`src/rtl/uart_pkg.sv`:
```
// Shared UART definitions: receiver state encodings and frame defaults used by rx, tx and baud generator.
// Pure constants and types; no logic, no latency, no flow control.
package uart_pkg;

  localparam int OVERSAMPLE_DEF = 16;
  localparam int DATA_BITS_DEF  = 8;

  localparam logic [1:0] ST_IDLE  = 2'd0;
  localparam logic [1:0] ST_START = 2'd1;
  localparam logic [1:0] ST_DATA  = 2'd2;
  localparam logic [1:0] ST_STOP  = 2'd3;

  typedef enum logic [1:0] {
    IDLE  = ST_IDLE,
    START = ST_START,
    DATA  = ST_DATA,
    STOP  = ST_STOP
  } rx_state_t;

endpackage

```
`src/rtl/sync_2ff.sv`:
```
// Two-flop synchronizer for a single asynchronous input; 2 clk latency, no backpressure.
// Both flops reset to RST_VAL so an idle-high line does not look like an edge after reset.
module sync_2ff #(
  parameter logic RST_VAL = 1'b1
) (
  input  logic clk,
  input  logic rst,
  input  logic i_d,
  output logic o_q
);

  logic r_meta;
  logic r_sync;

  always_ff @(posedge clk or posedge rst) begin
    if (rst) begin
      r_meta <= RST_VAL;
      r_sync <= RST_VAL;
    end else begin
      r_meta <= i_d;
      r_sync <= r_meta;
    end
  end

  assign o_q = r_sync;

endmodule

```
`src/rtl/uart_rx.sv`:
```
// 8N1 UART receiver with oversampled mid-bit sampling; byte/framing-error pulse one clk after the stop sample.
// No backpressure: data_out is held only until the next good frame overwrites it.
module uart_rx
  import uart_pkg::*;
#(
  parameter int OVERSAMPLE = OVERSAMPLE_DEF,
  parameter int DATA_BITS  = DATA_BITS_DEF
) (
  input  logic                 clk,
  input  logic                 rst,
  input  logic                 i_os_tick,
  input  logic                 i_rx,
  output logic [DATA_BITS-1:0] o_data_out,
  output logic                 o_data_valid,
  output logic                 o_frame_err,
  output logic                 o_busy
);

  localparam int TW = $clog2(OVERSAMPLE);
  localparam int BW = $clog2(DATA_BITS + 1);

  localparam logic [TW-1:0] TICK_MID  = TW'(OVERSAMPLE / 2 - 1);
  localparam logic [TW-1:0] TICK_LAST = TW'(OVERSAMPLE - 1);
  localparam logic [BW-1:0] BIT_FULL  = BW'(DATA_BITS);

  logic                 w_rx_s;
  logic                 r_rx_d;

  rx_state_t            r_state,      w_state_nxt;
  logic [TW-1:0]        r_tick_cnt,   w_tick_nxt;
  logic [BW-1:0]        r_bit_cnt,    w_bit_nxt;
  logic [BW-1:0]        w_bit_inc;
  logic [DATA_BITS-1:0] r_shift,      w_shift_nxt;
  logic [DATA_BITS-1:0] r_data_out,   w_dout_nxt;
  logic                 r_data_valid, w_valid_nxt;
  logic                 r_frame_err,  w_ferr_nxt;
  logic                 r_busy,       w_busy_nxt;

  sync_2ff #(.RST_VAL(1'b1)) u_rx_sync (
    .clk (clk),
    .rst (rst),
    .i_d (i_rx),
    .o_q (w_rx_s)
  );

  assign w_bit_inc = r_bit_cnt + 1'b1;

  always_ff @(posedge clk or posedge rst) begin
    if (rst) begin
      r_rx_d       <= 1'b1;
      r_state      <= IDLE;
      r_tick_cnt   <= '0;
      r_bit_cnt    <= '0;
      r_shift      <= '0;
      r_data_out   <= '0;
      r_data_valid <= 1'b0;
      r_frame_err  <= 1'b0;
      r_busy       <= 1'b0;
    end else begin
      r_rx_d       <= w_rx_s;
      r_state      <= w_state_nxt;
      r_tick_cnt   <= w_tick_nxt;
      r_bit_cnt    <= w_bit_nxt;
      r_shift      <= w_shift_nxt;
      r_data_out   <= w_dout_nxt;
      r_data_valid <= w_valid_nxt;
      r_frame_err  <= w_ferr_nxt;
      r_busy       <= w_busy_nxt;
    end
  end

  always_comb begin
    w_state_nxt = r_state;
    w_tick_nxt  = r_tick_cnt;
    w_bit_nxt   = r_bit_cnt;
    w_shift_nxt = r_shift;
    w_dout_nxt  = r_data_out;
    w_valid_nxt = 1'b0;
    w_ferr_nxt  = 1'b0;
    w_busy_nxt  = r_busy;

    case (r_state)
      // Edge-triggered so a line stuck low cannot start a stream of frames.
      IDLE: begin
        if (r_rx_d && !w_rx_s) begin
          w_tick_nxt  = '0;
          w_busy_nxt  = 1'b1;
          w_state_nxt = START;
        end
      end
      START: begin
        if (i_os_tick) begin
          if (r_tick_cnt == TICK_MID) begin
            w_tick_nxt = '0;
            if (!w_rx_s) begin
              w_bit_nxt   = '0;
              w_state_nxt = DATA;
            end else begin
              w_busy_nxt  = 1'b0;
              w_state_nxt = IDLE;
            end
          end else begin
            w_tick_nxt = r_tick_cnt + 1'b1;
          end
        end
      end
      DATA: begin
        if (i_os_tick) begin
          if (r_tick_cnt == TICK_LAST) begin
            w_tick_nxt  = '0;
            w_shift_nxt = {w_rx_s, r_shift[DATA_BITS-1:1]};
            if (w_bit_inc == BIT_FULL) begin
              w_bit_nxt   = '0;
              w_state_nxt = STOP;
            end else begin
              w_bit_nxt = w_bit_inc;
            end
          end else begin
            w_tick_nxt = r_tick_cnt + 1'b1;
          end
        end
      end
      STOP: begin
        if (i_os_tick) begin
          if (r_tick_cnt == TICK_LAST) begin
            w_tick_nxt  = '0;
            w_busy_nxt  = 1'b0;
            w_state_nxt = IDLE;
            if (w_rx_s) begin
              w_dout_nxt  = r_shift;
              w_valid_nxt = 1'b1;
            end else begin
              w_ferr_nxt = 1'b1;
            end
          end else begin
            w_tick_nxt = r_tick_cnt + 1'b1;
          end
        end
      end
      default: w_state_nxt = IDLE;
    endcase
  end

  assign o_data_out   = r_data_out;
  assign o_data_valid = r_data_valid;
  assign o_frame_err  = r_frame_err;
  assign o_busy       = r_busy;

endmodule

```
`config.mk`:
```
export PLATFORM = sky130hd
export DESIGN_NAME = uart_rx
export DESIGN_NICKNAME = d
export VERILOG_FILES = /design/src/rtl/uart_pkg.sv /design/src/rtl/sync_2ff.sv /design/src/rtl/uart_rx.sv
export SDC_FILE = /design/constraint.sdc
export NUM_CORES = 1
export LEC_CHECK = 0
export BUFFER_PORTS_ARGS = -buffer_cell sky130_fd_sc_hd__buf_2
export CORE_MARGIN = 2
export CORE_UTILIZATION = 45
export DETAILED_ROUTE_END_ITERATION = 8
export GPL_TIMING_DRIVEN = 0
export HOLD_SLACK_MARGIN = 0.03
export PLACE_DENSITY = 0.6
export SETUP_SLACK_MARGIN = 0.02
export SLEW_MARGIN = 20
export SYNTH_ARGS = -nofsm -noshare
export SYNTH_HDL_FRONTEND = slang
export SYNTH_HIERARCHICAL = 1
export SYNTH_SLANG_ARGS = --single-unit
```
`constraint.sdc`:
```
create_clock -name clk -period 2.3 [get_ports clk]
set_input_delay 0.345 -clock clk [delete_from_list [all_inputs] [get_ports clk]]
set_output_delay 0.345 -clock clk [all_outputs]
set_load 0.01 [all_outputs]
```
==> results by group, run 1 <==
Layout
  – Area Growth Syn to Fin: 14.6%
  – Multi-input gate area: approximately 610 µm²
  – Share of cells above drive strength 1: 0.366
  – Ant diodes: 0
  – Commonest non-fill, non-tap cell in the layout: dfrtp_1
  – Layout fillers: 266
  – Nets: roughly 150
  – Finished Layout Cells: ~190
  – Final Util: 0.548
  – Sequential Area: between 800 and 900 µm²
  – Most frequent cells in the layout: dfrtp_1 (29), buf_2 (16), nand2_1 (9), mux2_2 (9), o21ai_0 (9)

Setup path
  – Worst reg2reg endpoint: r_shift[6]
  – Arr. time, crit path: slightly above 2000 ps
  – Max incr delay on CP: 390 ps
  – Reg2Reg Depth: 5
  – Bufs and invs on worst path: 1
  – CP Cell Sequence: ha_1, nand3_1, nor3_1, buf_2, mux2_2
  – Critical Path Stages: 5
  – Max FO, Critical Path: 10
  – Startpoint types: flop
  – WS Path Type: flop to flop
  – Critical Path Sink: r_shift[6]
  – Critical-path top delay cell: dfrtp_1
  – Crit path launch: r_tick_cnt[0]
  – Critical path endpoint category: flop
  – FF-to-FF Start: r_tick_cnt[0]
  – Critical path required time: about 2500 ps
  – CP delay by family, top: simple AND/OR/NAND/NOR gates
  – Reg2reg setup slack: just over 500 ps

Timing
  – Unrepaired setup endpoints after global routing: no
  – Final Hold Fails: 0
  – Max Fclk: about 560 MHz
  – Final Setup Violations: 0
  – Final worst-path cycle share: 0.776
  – Worst-Margin Slew: 639 ps
  – Slew Limit Fails: 0
  – Setup TNS Final: 0 ps
  – Tmin final: between 1500 and 2000 ps
  – Max-slew headroom: 0.569
  – Clock Skew: around 10 ps

Synth
  – Top cell type's share of synthesized area: 0.494
  – Yosys cell types: 31
  – Ys async rst share: 1.00
  – Register area share after synthesis: 0.547
  – Synth Register Bits: 32
  – Post-synth EDFFs: 0
  – Synth Instances: roughly 120
  – Avg Cell Area, Syn: 12.4 µm²
  – Syn Std Cell Area: around 1500 µm²
  – Ys Warns: 6
  – Syn Nets: 126
  – Post-synth top flop: dfrtp_1
  – Synth top area cells: dfrtp_1 (49%), mux2_4 (8.2%), mux2_2 (6.9%)
  – Area leader, netlist: dfrtp_1

Hold path
  – WHS Path Cells: 1
  – Hold/Removal Path Class: input pin to flop

Drt
  – Drt drc: 0
  – 1st-pass router iterations: 4
  – DRT iter0 DRCs: 17
  – Drt total wl: around 2.4 mm
  – DR vias: 953
  – Per-cell routed wire length: 12.8 µm
  – Post-DR vias/cell: around 5.1
  – Post-route ant nets: 0

Die
  – DIE AREA: roughly 3700 µm²
  – Die Span Y: 61.2 µm
  – Row cnt: 20
  – I/O pins: 15
  – Core Area: around 3100 µm²
  – Die extent in x: slightly above 60 µm
  – Initial Utilization: 0.478

Clock network
  – CTS tree: yes
  – Clock sinks: 32
  – CTS Buffer Depth: 2
  – Setup bufs post-CTS: 0
  – Clock root cell: clkbuf_4
  – Hold_buf cts: 1
  – Insertion delay to the later sink of the worst-skew pair: roughly 350 ps
  – CTS H-tree depth: 2
  – CTS Buf Count: 5
  – Clk slew on worst S/H paths: ~100 ps
  – CTS resizes: 0

Power
  – Total chip power: 1.40 mW
  – Power Density: 829 nW/µm²
  – VDD IR-drop max: between 0.3 and 0.4 mV
  – LEAKAGE: roughly 0.85 nW

Status
  – Outcome: completed

Global routing
  – Total grt overflow: 0
  – GR peak layer: met2
  – Vias in the first global route: ~930
  – GR Util met1: 0.208
  – Antenna violations before repair: 0
  – Met2 GRT Util: 0.233
  – Tot GR Track Use: 0.160
  – Largest net degree at the start of global routing: 31
  – GR Util met3: 0.0567
  – First-pass GRT wire length: ~4.3 mm

Place
  – Port Buf Inserts: 14
  – Gpl congestion: roughly 0.76
  – DP Cell Count: roughly 180
  – Hpwl dp: around 1.6 mm

Job
  – # Max-Cap Violations: 0
## where the power goes
| part | leakage, nW | internal, mW | switching (mW) |
|---|---|---|---|
| Sequential | 0.421 | 0.623 | 0.0580 |
| Clock | 0.0412 | 0.226 | 0.209 |
| Combinational | 0.392 | 0.125 | 0.156 |
| Total | 0.853 | 0.974 | 0.423 |
## how the worst min path moves through the flow
stage	start	end	slack, ps
final	i_rx	u_rx_sync/r_meta	90
after global routing	i_rx	u_rx_sync/r_meta	70
after CTS	i_rx	u_rx_sync/r_meta	70
after detailed placement	u_rx_sync/r_meta	u_rx_sync/o_q	350
after global placement	u_rx_sync/r_meta	u_rx_sync/o_q	350
after floorplan	rst	u_rx_sync/o_q	260
## routing by layer
metal	part of all wire	wire (µm)	vias up
met2	0.43	1030	17
met5	0	0	-
li1	-	-	469
met1	0.50	1190	460
met3	0.039	93	7
met4	0.025	59	0
## worst register-to-register path: stages (launching register included)
cell     delay (ps)
dfrtp_1         390
ha_1            220
nand3_1         130
nor3_1          280
buf_2           290
mux2_2          360
## area by class of cell
class,instances,share of cell area
buffer,5,0.0215
tap,44,0.0327
multi-input combinational,77,0.362
clock inverter,3,0.0252
sequential,32,0.477
inverter,5,0.0111
timing repair buffer,15,0.0475
clock buffer,5,0.0223
## per-stage QoR
stage	hold WS, ps	setup slack (ps)	instance area (µm²)
after floorplan	257	649	1470
after global placement	348	532	1600
after detailed placement	347	521	1600
after CTS	66.2	504	1690
after global routing	67.8	346	1690
final	86.9	516	1690
## sequential cells by signal (all words and copies together), names as in the netlist, 4 cells and up, named ones only
signal and cells:
r_bit_cnt 4, r_shift 8, r_tick_cnt 4, o_data_out 8
## cells in the mapped netlist, types with 2 or more instances
cell     count
buf_4        2
o21ai_0      9
o21a_1       2
dfstp_2      3
a31oi_1      3
xor2_1       2
mux2_2       9
inv_1        5
nand2_1      9
mux2_4       8
dfrtp_1     29
and3b_1      2
nand3_1      8
or2_2        2
a22o_1       3
a21o_1       2
nor2_1       4
buf_2        2
ha_1         3
## kinds of logic (layout without fill, tap and decap cells)
| logic type | after synthesis | count (layout) | synth area share |
|---|---|---|---|
| buf+inv | 10 | 33 | 0.0374 |
| simple gates | 35 | 35 | 0.142 |
| mux | 17 | 17 | 0.151 |
| compound gates | 20 | 20 | 0.0851 |
| xor+xnor | 2 | 2 | 0.0119 |
| flops | 32 | 32 | 0.547 |
| fa+ha+maj | 3 | 3 | 0.0255 |
(Power assumes the default switching activity.)
==> run 2, diff against run 1 <==
- clock period: 2.3 -> 1.8 ns (I/O delays scaled with it)
==> results by group, run 2 (same netlist as run 1, synthesis figures left out) <==
Status
  – Outcome: completed (unchanged)

Timing
  – Post-route setup slack: 97.9 ps (was 516 ps)
  – Slew Limit Fails: 0 (unchanged)
  – Max Fclk: 587 MHz (was 560 MHz)
  – Setup TNS Final: 0 ps (unchanged)
  – Final Setup Violations: 0 (unchanged)
  – Final Hold Fails: 0 (unchanged)
  – Final worst-path cycle share: 0.946 (was 0.776)
  – Min Hold Slack: 358 ps (was 86.9 ps)
  – Max-slew headroom: 0.581 (was 0.569)
  – Clock Skew: 13.5 ps (was 9.94 ps)
  – Tmin final: 1700 ps (was 1780 ps)
  – Worst-Margin Slew: 628 ps (was 639 ps)
  – Unrepaired setup endpoints after global routing: no (unchanged)

Job
  – # Max-Cap Violations: 0 (unchanged)

Die
  – Row cnt: 20 (unchanged)
  – I/O pins: 15 (unchanged)
  – Die Span Y: 61.2 µm (unchanged)
  – Core Area: 3080 µm² (unchanged)
  – Die extent in x: 61.2 µm (unchanged)
  – Initial Utilization: 0.478 (unchanged)
  – DIE AREA: 3740 µm² (unchanged)

Place
  – Pre-CTS setup slack: 21.4 ps (was 521 ps)
  – Port Buf Inserts: 14 (unchanged)
  – Hpwl dp: 1.61 mm (unchanged)
  – Gpl congestion: 0.756 (unchanged)
  – DP Cell Count: 177 (unchanged)

Setup path
  – Worst reg2reg endpoint: o_data_out[7] (was r_shift[6])
  – Reg2Reg Depth: 6 (was 5)
  – Bufs and invs on worst path: 1 (unchanged)
  – CP Cell Sequence: ha_4, and3_4, nand4_4, or2_4, buf_2, mux2_4 (was ha_1, nand3_1, nor3_1, buf_2, mux2_2)
  – Arr. time, crit path: 1960 ps (was 2020 ps)
  – Startpoint types: flop (unchanged)
  – Critical Path Stages: 6 (was 5)
  – CP delay by family, top: simple AND/OR/NAND/NOR gates (unchanged)
  – Max FO, Critical Path: 4 (was 10)
  – Critical-path top delay cell: dfrtp_1 (unchanged)
  – WS Path Type: flop to flop (unchanged)
  – Max incr delay on CP: 430 ps (was 390 ps)
  – FF-to-FF Start: r_tick_cnt[0] (unchanged)
  – Critical path endpoint category: flop (unchanged)
  – Critical path required time: 2050 ps (was 2540 ps)
  – Reg2reg setup slack: 100 ps (was 520 ps)

Global routing
  – Met2 GRT Util: 0.233 (unchanged)
  – Tot GR Track Use: 0.160 (unchanged)
  – Antenna violations before repair: 0 (unchanged)
  – Largest net degree at the start of global routing: 31 (unchanged)
  – First-pass GRT wire length: 4.31 mm (unchanged)
  – GR peak layer: met2 (unchanged)
  – GR Util met3: 0.0567 (unchanged)
  – GR Util met1: 0.208 (unchanged)
  – Total grt overflow: 0 (unchanged)
  – Vias in the first global route: 930 (was 928)

Power
  – Internal power: 1.26 mW (was 0.974 mW)
  – Clock power frac: 0.308 (was 0.311)
  – Seq pwr share: 0.484 (was 0.487)
  – LEAKAGE: 0.874 nW (was 0.853 nW)
  – Combinational Power Share: 0.209 (was 0.201)
  – Power Density: 1050 nW/µm² (was 829 nW/µm²)
  – Switching power total: 0.563 mW (was 0.423 mW)
  – Sw frac: 0.309 (was 0.303)
  – VDD IR-drop max: 0.711 mV (was 0.400 mV)

Hold path
  – WHS Path Cells: 4 (was 1)
  – Hold/Removal Path Class: input pin to flop (unchanged)
  – Hold Path Origin: i_os_tick (was i_rx)
  – Hold endpoint: r_tick_cnt[2] (was u_rx_sync/r_meta)

Drt
  – DR vias: 976 (was 953)
  – DRT iter0 DRCs: 21 (was 17)
  – 1st-pass router iterations: 4 (unchanged)
  – Drt total wl: 2.51 mm (was 2.38 mm)
  – Drt drc: 0 (unchanged)
  – Post-DR vias/cell: 5.16 (was 5.12)
  – Post-route ant nets: 0 (unchanged)
  – Per-cell routed wire length: 13.3 µm (was 12.8 µm)

Layout
  – Final Util: 0.562 (was 0.548)
  – Share of cells above drive strength 1: 0.393 (was 0.366)
  – Layout fillers: 261 (was 266)
  – Finished Layout Cells: 189 (was 186)
  – Most frequent cells in the layout: dfrtp_1 (29), buf_2 (16), nand2_1 (9), mux2_2 (9) (was dfrtp_1 (29), buf_2 (16), nand2_1 (9), mux2_2 (9), o21ai_0 (9))
  – Nets: 151 (was 148)
  – Area Growth Syn to Fin: 17.7% (was 14.6%)
  – Commonest non-fill, non-tap cell in the layout: dfrtp_1 (unchanged)
  – Ant diodes: 0 (unchanged)

Clock network
  – Clk slew on worst S/H paths: 120 ps (was 100 ps)
  – CTS H-tree depth: 2 (unchanged)
  – Clock root cell: clkbuf_4 (unchanged)
  – Insertion delay to the later sink of the worst-skew pair: 350 ps (about the same)
  – CTS Buffer Depth: 2 (unchanged)
  – Clock sinks: 32 (unchanged)
  – CTS tree: yes (unchanged)
  – CTS Buf Count: 5 (unchanged)
run 2: worst max-delay path by stage:
stage	start	end	slack, ps
floorplan	r_tick_cnt[0]	o_data_out[0]	150
finish	r_tick_cnt[0]	o_data_out[7]	100
global placement	r_tick_cnt[0]	r_shift[6]	30
global route	r_tick_cnt[0]	o_data_out[7]	40
CTS	r_tick_cnt[0]	o_data_out[6]	30
detailed placement	r_tick_cnt[0]	r_shift[6]	20
run 2: timing repair:
action | CTS | global route
endpoints found under the setup margin | 7 | 16
buffers inserted | 0 | 1
endpoints found under the hold margin | 32 | 0
pin swaps | 0 | 3
hold buffers | 2 | 0
resized for setup | 1 | 5
cloned | 0 | 1
run 2: tightest hold or removal path, cell delays in order:
cell and delay, ps:
buf_2 110, o21a_1 140, nand2_1 90, o21ai_0 60
run 2: power groups by stage:
stage	registers, mW	clock network (mW)	logic, mW
finish	0.882	0.561	0.381
global route	0.897	0.608	0.436
CTS	0.870	0.580	0.362
detailed placement	0.884	0	0.358
global placement	0.882	0	0.350
floorplan	0.876	0	0.287
run 2: final cells by class:
type                       instances  area [µm²]  area share
clock buffer                       5        37.5      0.0217
sequential                        32         805       0.465
inverter                           5        18.8      0.0108
multi-input combinational         77         631       0.364
tap                               44        55.1      0.0318
clock inverter                     3        42.5      0.0246
buffer                             5        38.8      0.0224
timing repair buffer              18         103      0.0593
run 2: stage by stage:
| step | total power [mW] | instance area (µm²) |
|---|---|---|
| finish | 1.82 | 1730 |
| global route | 1.94 | 1730 |
| CTS | 1.81 | 1700 |
| detailed placement | 1.24 | 1600 |
| global placement | 1.23 | 1600 |
| floorplan | 1.16 | 1470 |
run 2: routing by layer:
metal | vias to the layer above | share of wire
met5 | - | 0
met4 | 0 | 0.021
met3 | 6 | 0.038
met2 | 15 | 0.43
met1 | 479 | 0.51
li1 | 476 | -
==> run 3, diff against run 2 <==
- CELL_PAD_IN_SITES_DETAIL_PLACEMENT: not set -> 1
- CELL_PAD_IN_SITES_GLOBAL_PLACEMENT: not set -> 2
- CORE_UTILIZATION: 45 -> 39
- GPL_TIMING_DRIVEN: 0 -> 1
- PLACE_DENSITY: 0.6 -> 0.73
==> results by group, run 3 (same netlist as run 1, synthesis figures left out) <==
Status
  – Outcome: completed (unchanged)

Drt
  – DRT iter0 DRCs: 41 (was 21)
  – 1st-pass router iterations: 3 (was 4)
  – DR vias: 990 (was 976)
  – Post-route ant nets: 0 (unchanged)
  – Per-cell routed wire length: 15.3 µm (was 13.3 µm)
  – Post-DR vias/cell: 5.05 (was 5.16)
  – Drt drc: 0 (unchanged)
  – Drt total wl: 3.00 mm (was 2.51 mm)

Clock network
  – Setup bufs post-CTS: 0 (unchanged)
  – Insertion delay to the later sink of the worst-skew pair: 280 ps (was 350 ps)
  – CTS tree: yes (unchanged)
  – CTS Buffer Depth: 2 (unchanged)
  – Clk slew on worst S/H paths: 60 ps (was 120 ps)
  – CTS H-tree depth: 2 (unchanged)
  – Clock root cell: clkbuf_8 (was clkbuf_4)
  – CTS Buf Count: 5 (unchanged)
  – Clock sinks: 32 (unchanged)

Timing
  – Max Fclk: 607 MHz (was 587 MHz)
  – Final Setup Violations: 0 (unchanged)
  – Min Hold Slack: 87.7 ps (was 358 ps)
  – Worst-Margin Slew: 414 ps (was 628 ps)
  – Slew Limit Fails: 0 (unchanged)
  – Clock Skew: 6.30 ps (was 13.5 ps)
  – Unrepaired setup endpoints after global routing: yes (was no)
  – Post-route setup slack: 152 ps (was 97.9 ps)
  – Tmin final: 1650 ps (was 1700 ps)
  – Setup TNS Final: 0 ps (unchanged)
  – Max-slew headroom: 0.724 (was 0.581)
  – Final Hold Fails: 0 (unchanged)
  – Final worst-path cycle share: 0.915 (was 0.946)

Global routing
  – Largest net degree at the start of global routing: 31 (unchanged)
  – Total grt overflow: 0 (unchanged)
  – First-pass GRT wire length: 5.15 mm (was 4.31 mm)
  – Met2 GRT Util: 0.253 (was 0.233)
  – GR peak layer: met2 (unchanged)
  – GR Util met1: 0.200 (was 0.208)
  – Vias in the first global route: 1078 (was 930)
  – GR Util met3: 0.0582 (was 0.0567)
  – Antenna violations before repair: 0 (unchanged)
  – Tot GR Track Use: 0.161 (was 0.160)

Setup path
  – Max FO, Critical Path: 5 (was 4)
  – Arr. time, crit path: 1810 ps (was 1960 ps)
  – WS Path Type: flop to flop (unchanged)
  – Critical path endpoint category: flop (unchanged)
  – Startpoint types: flop (unchanged)
  – Critical path required time: 1970 ps (was 2050 ps)

Die
  – I/O pins: 15 (unchanged)
  – DIE AREA: 4280 µm² (was 3740 µm²)
  – Initial Utilization: 0.405 (was 0.478)
  – Die Span Y: 65.4 µm (was 61.2 µm)
  – Core Area: 3630 µm² (was 3080 µm²)
  – Row cnt: 22 (was 20)
  – Die extent in x: 65.4 µm (was 61.2 µm)

Layout
  – Share of cells above drive strength 1: 0.399 (was 0.393)
  – Commonest non-fill, non-tap cell in the layout: dfrtp_1 (unchanged)
  – Design Area, Final: 1780 µm² (was 1730 µm²)
  – Nets: 154 (was 151)
  – Ant diodes: 0 (unchanged)
  – Most frequent cells in the layout: dfrtp_1 (29), buf_2 (15), buf_4 (10) (was dfrtp_1 (29), buf_2 (16), nand2_1 (9), mux2_2 (9))
  – Area Growth Syn to Fin: 21.1% (was 17.7%)

Place
  – Placed instance area: 1640 µm² (was 1600 µm²)
  – Hpwl dp: 2.07 mm (was 1.61 mm)
  – Gpl congestion: 0.741 (was 0.756)
  – Pre-CTS setup slack: 3.56 ps (was 21.4 ps)
  – Port Buf Inserts: 14 (unchanged)

Power
  – LEAKAGE: 0.915 nW (was 0.874 nW)
  – VDD IR-drop max: 0.633 mV (was 0.711 mV)
  – Power Density: 1110 nW/µm² (was 1050 nW/µm²)

Job
  – # Max-Cap Violations: 0 (unchanged)

Hold path
  – Hold/Removal Path Class: input pin to flop (unchanged)
==> run 3: timing repair <==
item,in CTS,in global routing
cloned,0,1
pin swaps,0,1
hold endpoints to repair,2,0
endpoints found under the setup margin,8,16
resized for setup,1,6
hold buffers,1,0
==> run 3: area by class of cell <==
cell class                 count  area, µm²
tap                           48       60.1
fill                         408       1850
multi-input combinational     77        629
inverter                       5       18.8
clock buffer                   6       72.6
clock inverter                 2       35.0
timing repair buffer          26        160
sequential                    32        805
==> run 3: worst paths after layout <==
path | from | endpoint | slack (ps) | cells after the start
max | r_tick_cnt[1] | r_shift[3] | 150 | 6
min | i_rx | u_rx_sync/r_meta | 90 | 1
max reg2reg | r_tick_cnt[1] | r_shift[3] | 150 | 6
min reg2reg | u_rx_sync/r_meta | u_rx_sync/o_q | 360 | 0
max in group asynchronous | rst | r_rx_d | 880 | 4
min in group asynchronous | rst | u_rx_sync/o_q | 560 | 3
==> run 3: power by group <==
part	switching [mW]	internal, mW	leakage [nW]	total (mW)
Clock	0.252	0.410	0.0552	0.662
Combinational	0.206	0.200	0.440	0.406
Sequential	0.116	0.796	0.421	0.912
Total	0.574	1.41	0.915	1.98
==> run 3: worst max-delay path, stage by stage, from the launching register on <==
cell	delay, ps
dfrtp_1	370
ha_1	180
buf_4	130
nand3_2	110
nor3_4	210
buf_2	200
mux2_2	340
==> run 3: layer usage <==
layer | up-vias | share of wire
li1 | 475 | -
met4 | 0 | 0.022
met1 | 489 | 0.44
met5 | - | 0
met3 | 9 | 0.034
met2 | 17 | 0.50
==> run 3: through the flow <==
step,std cells,total power [mW],utilization
2_1_floorplan,119,1.16,-
3_3_place_gp,186,1.28,0.451
3_5_place_dp,186,1.32,0.451
4_1_cts,195,2.00,0.483
5_1_grt,196,2.11,0.490
6_report,196,1.98,0.490
